File: config.mk
export PLATFORM = sky130hd
export DESIGN_NAME = rpn_sequencer
export DESIGN_NICKNAME = d
export VERILOG_FILES = /design/src/rtl/rpn_pkg.sv /design/src/rtl/rise_detect.sv /design/src/rtl/rpn_sequencer.sv
export SDC_FILE = /design/constraint.sdc
export NUM_CORES = 1
export LEC_CHECK = 0
export CAP_MARGIN = 5
export CORE_UTILIZATION = 35
export CTS_CLUSTER_SIZE = 10
export DETAILED_ROUTE_END_ITERATION = 8
export DONT_BUFFER_PORTS = 1
export PLACE_DENSITY = 0.45
export RECOVER_POWER = 100
export SLEW_MARGIN = 20
export SYNTH_ARGS = -nofsm -noshare
export SYNTH_HDL_FRONTEND = slang
export SYNTH_HIERARCHICAL = 1
export SYNTH_SLANG_ARGS = --single-unit
File: constraint.sdc
create_clock -name clk -period 3.3 [get_ports clk]
set_input_delay 0.165 -clock clk [delete_from_list [all_inputs] [get_ports clk]]
set_output_delay 0.165 -clock clk [all_outputs]
set_load 0.005 [all_outputs]
File: src/rtl/rpn_pkg.sv
// Shared types for the RPN calculator control path.
// State codes double as the status display value.
package rpn_pkg;

  localparam logic [2:0] STATUS_A   = 3'b001;
  localparam logic [2:0] STATUS_B   = 3'b010;
  localparam logic [2:0] STATUS_OP  = 3'b100;
  localparam logic [2:0] STATUS_RES = 3'b111;

  typedef enum logic [2:0] {
    S_A   = STATUS_A,
    S_B   = STATUS_B,
    S_OP  = STATUS_OP,
    S_RES = STATUS_RES
  } state_t;

  typedef enum logic {
    C_IDLE,
    C_RUN
  } conv_t;

endpackage

File: src/rtl/rise_detect.sv
// Rising-edge detector on a debounced level.
// History resets high so a level held through reset is not an event.
module rise_detect (
  input  logic clk,
  input  logic reset,
  input  logic sig,
  output logic rise
);

  logic q;

  // previous-cycle copy of the level
  always_ff @(posedge clk) begin
    if (reset) q <= 1'b1;
    else       q <= sig;
  end

  assign rise = sig & ~q;

endmodule

File: src/rtl/rpn_sequencer.sv
// RPN calculator entry sequencer: load strobes, display select
// and start/done handshake with the binary-to-BCD converter.
module rpn_sequencer
  import rpn_pkg::*;
#(
  parameter int W = 16
) (
  input  logic         clk,
  input  logic         reset,
  input  logic         enter,
  input  logic         undo,
  input  logic         display_format,
  input  logic [W-1:0] data_in,
  input  logic [W-1:0] result,
  input  logic         conv_done,
  output logic         load_a,
  output logic         load_b,
  output logic         load_op,
  output logic         show_result,
  output logic         conv_start,
  output logic [W-1:0] conv_value,
  output logic         disp_valid,
  output logic [2:0]   status
);

  logic         enter_ev;
  logic         undo_ev;
  state_t       state;
  state_t       state_n;
  conv_t        cst;
  conv_t        cst_n;
  logic         cv_ok;
  logic         cv_ok_n;
  logic [W-1:0] cval_n;
  logic [W-1:0] dv;
  logic         need;
  logic         start_n;
  logic         dvalid_n;
  logic         la_n;
  logic         lb_n;
  logic         lo_n;

  rise_detect u_enter (
    .clk   (clk),
    .reset (reset),
    .sig   (enter),
    .rise  (enter_ev)
  );

  rise_detect u_undo (
    .clk   (clk),
    .reset (reset),
    .sig   (undo),
    .rise  (undo_ev)
  );

  assign show_result = (state == S_RES);
  assign status      = state;
  assign dv          = show_result ? result : data_in;
  assign need        = display_format &
                       (~cv_ok | (dv != conv_value));

  // next entry state, strobes and converter handshake
  always_comb begin
    state_n = state;
    la_n    = 1'b0;
    lb_n    = 1'b0;
    lo_n    = 1'b0;
    priority case (1'b1)
      undo_ev: begin
        unique case (state)
          S_B:     state_n = S_A;
          S_OP:    state_n = S_B;
          S_RES:   state_n = S_OP;
          default: state_n = S_A;
        endcase
      end
      enter_ev: begin
        unique case (state)
          S_A: begin
            state_n = S_B;
            la_n    = 1'b1;
          end
          S_B: begin
            state_n = S_OP;
            lb_n    = 1'b1;
          end
          S_OP: begin
            state_n = S_RES;
            lo_n    = 1'b1;
          end
          default: state_n = S_A;
        endcase
      end
      default: state_n = state;
    endcase

    cst_n   = cst;
    cv_ok_n = cv_ok;
    cval_n  = conv_value;
    start_n = 1'b0;
    unique case (cst)
      C_IDLE: begin
        if (need) begin
          start_n = 1'b1;
          cval_n  = dv;
          cv_ok_n = 1'b0;
          cst_n   = C_RUN;
        end
      end
      default: begin
        if (conv_done) begin
          cv_ok_n = 1'b1;
          cst_n   = C_IDLE;
        end
      end
    endcase

    dvalid_n = ~display_format |
               ((cst_n == C_IDLE) & cv_ok_n & (dv == cval_n));
  end

  // register state and all outputs
  always_ff @(posedge clk) begin
    if (reset) begin
      state      <= S_A;
      load_a     <= 1'b0;
      load_b     <= 1'b0;
      load_op    <= 1'b0;
      cst        <= C_IDLE;
      cv_ok      <= 1'b0;
      conv_start <= 1'b0;
      conv_value <= '0;
      disp_valid <= 1'b0;
    end else begin
      state      <= state_n;
      load_a     <= la_n;
      load_b     <= lb_n;
      load_op    <= lo_n;
      cst        <= cst_n;
      cv_ok      <= cv_ok_n;
      conv_start <= start_n;
      conv_value <= cval_n;
      disp_valid <= dvalid_n;
    end
  end

endmodule

==> results.cfg <==
[run_status]
status = finished with violations
violations = design-rule violations

[sta]
final-hold-violation-count = 0
slew_viol_final = 0
period_minus_slack_ps = 2730
rsz0062_at_grt = no
fin_skew_ps = 3.51
max_freq_ghz = 0.366
maxSlewHeadroom_pct = 50.7
tightest_slew_ps = 740
finalHoldWorstSlack_ps = 46.0
finalCritPeriodShare_pct = 82.8
report.final.setup_viol = 0
fin_setup_tns_ps = 0

[finish]
final_nets = 221
area_growth_pct = 6.15
drive_gt1_share_pct = 7.69
fin_cells = 234
n_antenna_cell = 0
fin_util_pct = 39.4

[placement]
portBuffers = 0
dp_cells = 226
dp_hpwl_mm = 3.29
gp_congestion = 0.840

[global_route]
antenna_found_initial = 0
grt_max_degree = 19
grt_usage_pct = 18.2
grt_pass1_vias = 1436
grt-ovfl-total = 0
grt_pass1_wl_mm = 7.16

[synthesis]
ys_seq_area_share_pct = 34.0
synth_flop_cell = dfxtp_1
yosysWarningCount = 6
synth_top_cell_by_area = dfxtp_1
yosysMostFrequentCell = dfxtp_1
synth_nets = 219
synth_cells = 181
synth_top_area_share_pct = 34.0
synth_area_mm2 = 0.00165
syn_area_per_cell_um2 = 9.10
synthArstFlopShare_pct = 0
ys_types = 45
synth_edf_count = 0
ys_seq_elements = 28
netlist_top_cells_count = dfxtp_1, inv_1, o32ai_1
synth.area.top_cells = dfxtp_1, mux2i_1, o32ai_1

[worst_setup_path]
cp-start-kind = flip-flop
cp.arrival_ps = 2960
required_ps = 3530
cp-end-kind = flip-flop
critPathKind = reg2reg
reg2reg_depth = 7
r2r_slack_ps = 570
endpoint = disp_valid$_SDFF_PP0_
crit_start = status[0]$_SDFFE_PP1P_
worstReg2RegEnd = disp_valid$_SDFF_PP0_
r2r_start = status[0]$_SDFFE_PP1P_
critical_path.max_fanout = 17

[detailed_routing]
routedWlPerCell_um = 18.7
firstDrtPassIters = 6
route.detailed.drc = 6
wirelength_mm = 4.39
first_iter_violations = 112
postRouteAntennaNets = 0
avgViaCountPerCell = 5.91
num_vias = 1383

[floorplan]
dieWidth_um = 70.6
ios = 63
start_util_pct = 37.1
dieArea_mm2 = 0.00499
rows = 24
core_mm2 = 0.00444
dieHeight_um = 70.6

[clocking]
clock_path_buffers = 2
cts-root-buf = clkbuf_8
cts.clk_slew.worst_paths_ps = 100
numCtsBuffers = 3
clkSinkCount = 28
clock_latency_ps = 280
cts_setup_buffers = 0
cts_max_level = 1
tritoncts = built

[worst_hold_path]
hold_depth = 3
hold_path.class = in2reg

[power]
power_density_mw_per_mm2 = 402
peakVddDrop_mv = 0.198
power_leakage_nw = 0.683

[flow_run]
max_cap_violations = 0
what timing repair did:
action                                 CTS  global route
gates resized for setup                  0             0
endpoints found under the hold margin   10             0
hold buffers                             4             0
routing by layer:
metal	global-route usage (%)	wire length, um
met5	0	0
met4	5.33	55
met3	5.56	313
met2	30.5	2100
met1	22.8	1910
cell families after synthesis:
group / after synthesis / synth area share, %
AO/OA/AOI/OAI: 51 / 25.1
XOR/XNOR: 9 / 4.78
buffers and inverters: 31 / 9.72
flip-flops: 28 / 34.0
multiplexers: 16 / 9.79
AND/OR/NAND/NOR: 46 / 16.6
layout by cell type (no fill, tap or decap), types with 2 or more instances in the layout:
master / netlist / routed
nor2_1: 10 / 10
clkbuf_8: 0 / 4
o32ai_1: 16 / 16
nor2b_1: 8 / 8
nand3_1: 3 / 3
a222oi_1: 2 / 2
a31oi_1: 2 / 2
a221oi_1: 3 / 3
xnor2_1: 3 / 3
or2_1: 2 / 2
xor2_1: 6 / 6
buf_4: 1 / 2
dfxtp_1: 28 / 28
nor4b_1: 3 / 3
a21oi_1: 5 / 5
nand2_1: 4 / 4
nand2b_1: 8 / 8
inv_1: 20 / 20
mux2i_1: 15 / 15
a211oi_1: 3 / 3
nand4_1: 2 / 2
o22ai_1: 7 / 7
dlygate4sd3_1: 0 / 4
layout make-up:
| type | count | area (um2) |
|---|---|---|
| clock buffer | 4 | 55.1 |
| fill | 460 | 2700 |
| inverter | 21 | 81.3 |
| multi-input combinational | 122 | 927 |
| sequential | 28 | 561 |
| tap | 52 | 65.1 |
| timing repair buffer | 7 | 60.1 |
worst max-delay path, cell delays in order (launching register included):
cell and delay [ps]:
dfxtp_1 560, nand3_4 370, mux2i_1 240, a222oi_1 370, o2111a_1 320, nand4_1 120
a21oi_1 150, dlygate4sd3_1 550
how the worst min path moves through the flow:
stage	start	endpoint	slack, ps
final	reset	cst$_SDFF_PP0_	50
after global routing	reset	cst$_SDFF_PP0_	80
after CTS	reset	cst$_SDFF_PP0_	40
after detailed placement	reset	status[2]$_SDFFE_PP0P_	240
after global placement	reset	cv_ok$_SDFF_PP0_	240
after floorplan	display_format	disp_valid$_SDFF_PP0_	260
state kept, by name (all words and copies together) (netlist names):
name        flops
disp_valid      1
u_undo/q        1
cv_ok           1
u_enter/q       1
status          3
cst             1
load_op         1
conv_value     16
load_a          1
load_b          1
conv_start      1
where the power goes:
group	internal, W	leakage (nW)	switching [W]
clock	0.000107	0.0288	0.000111
combinational	0.0000506	0.424	0.0000545
sequential	0.000357	0.230	0.0000227
total	0.000515	0.683	0.000189
metrics by stage:
stage,area (um2),power (W),worst slack (ps)
6_report,1750,0.000703,568
5_1_grt,1750,0.000743,363
4_1_cts,1750,0.000712,532
3_5_place_dp,1660,0.000489,737
3_3_place_gp,1660,0.000486,800
2_1_floorplan,1650,0.000467,1190
(Power assumes the default switching activity.)
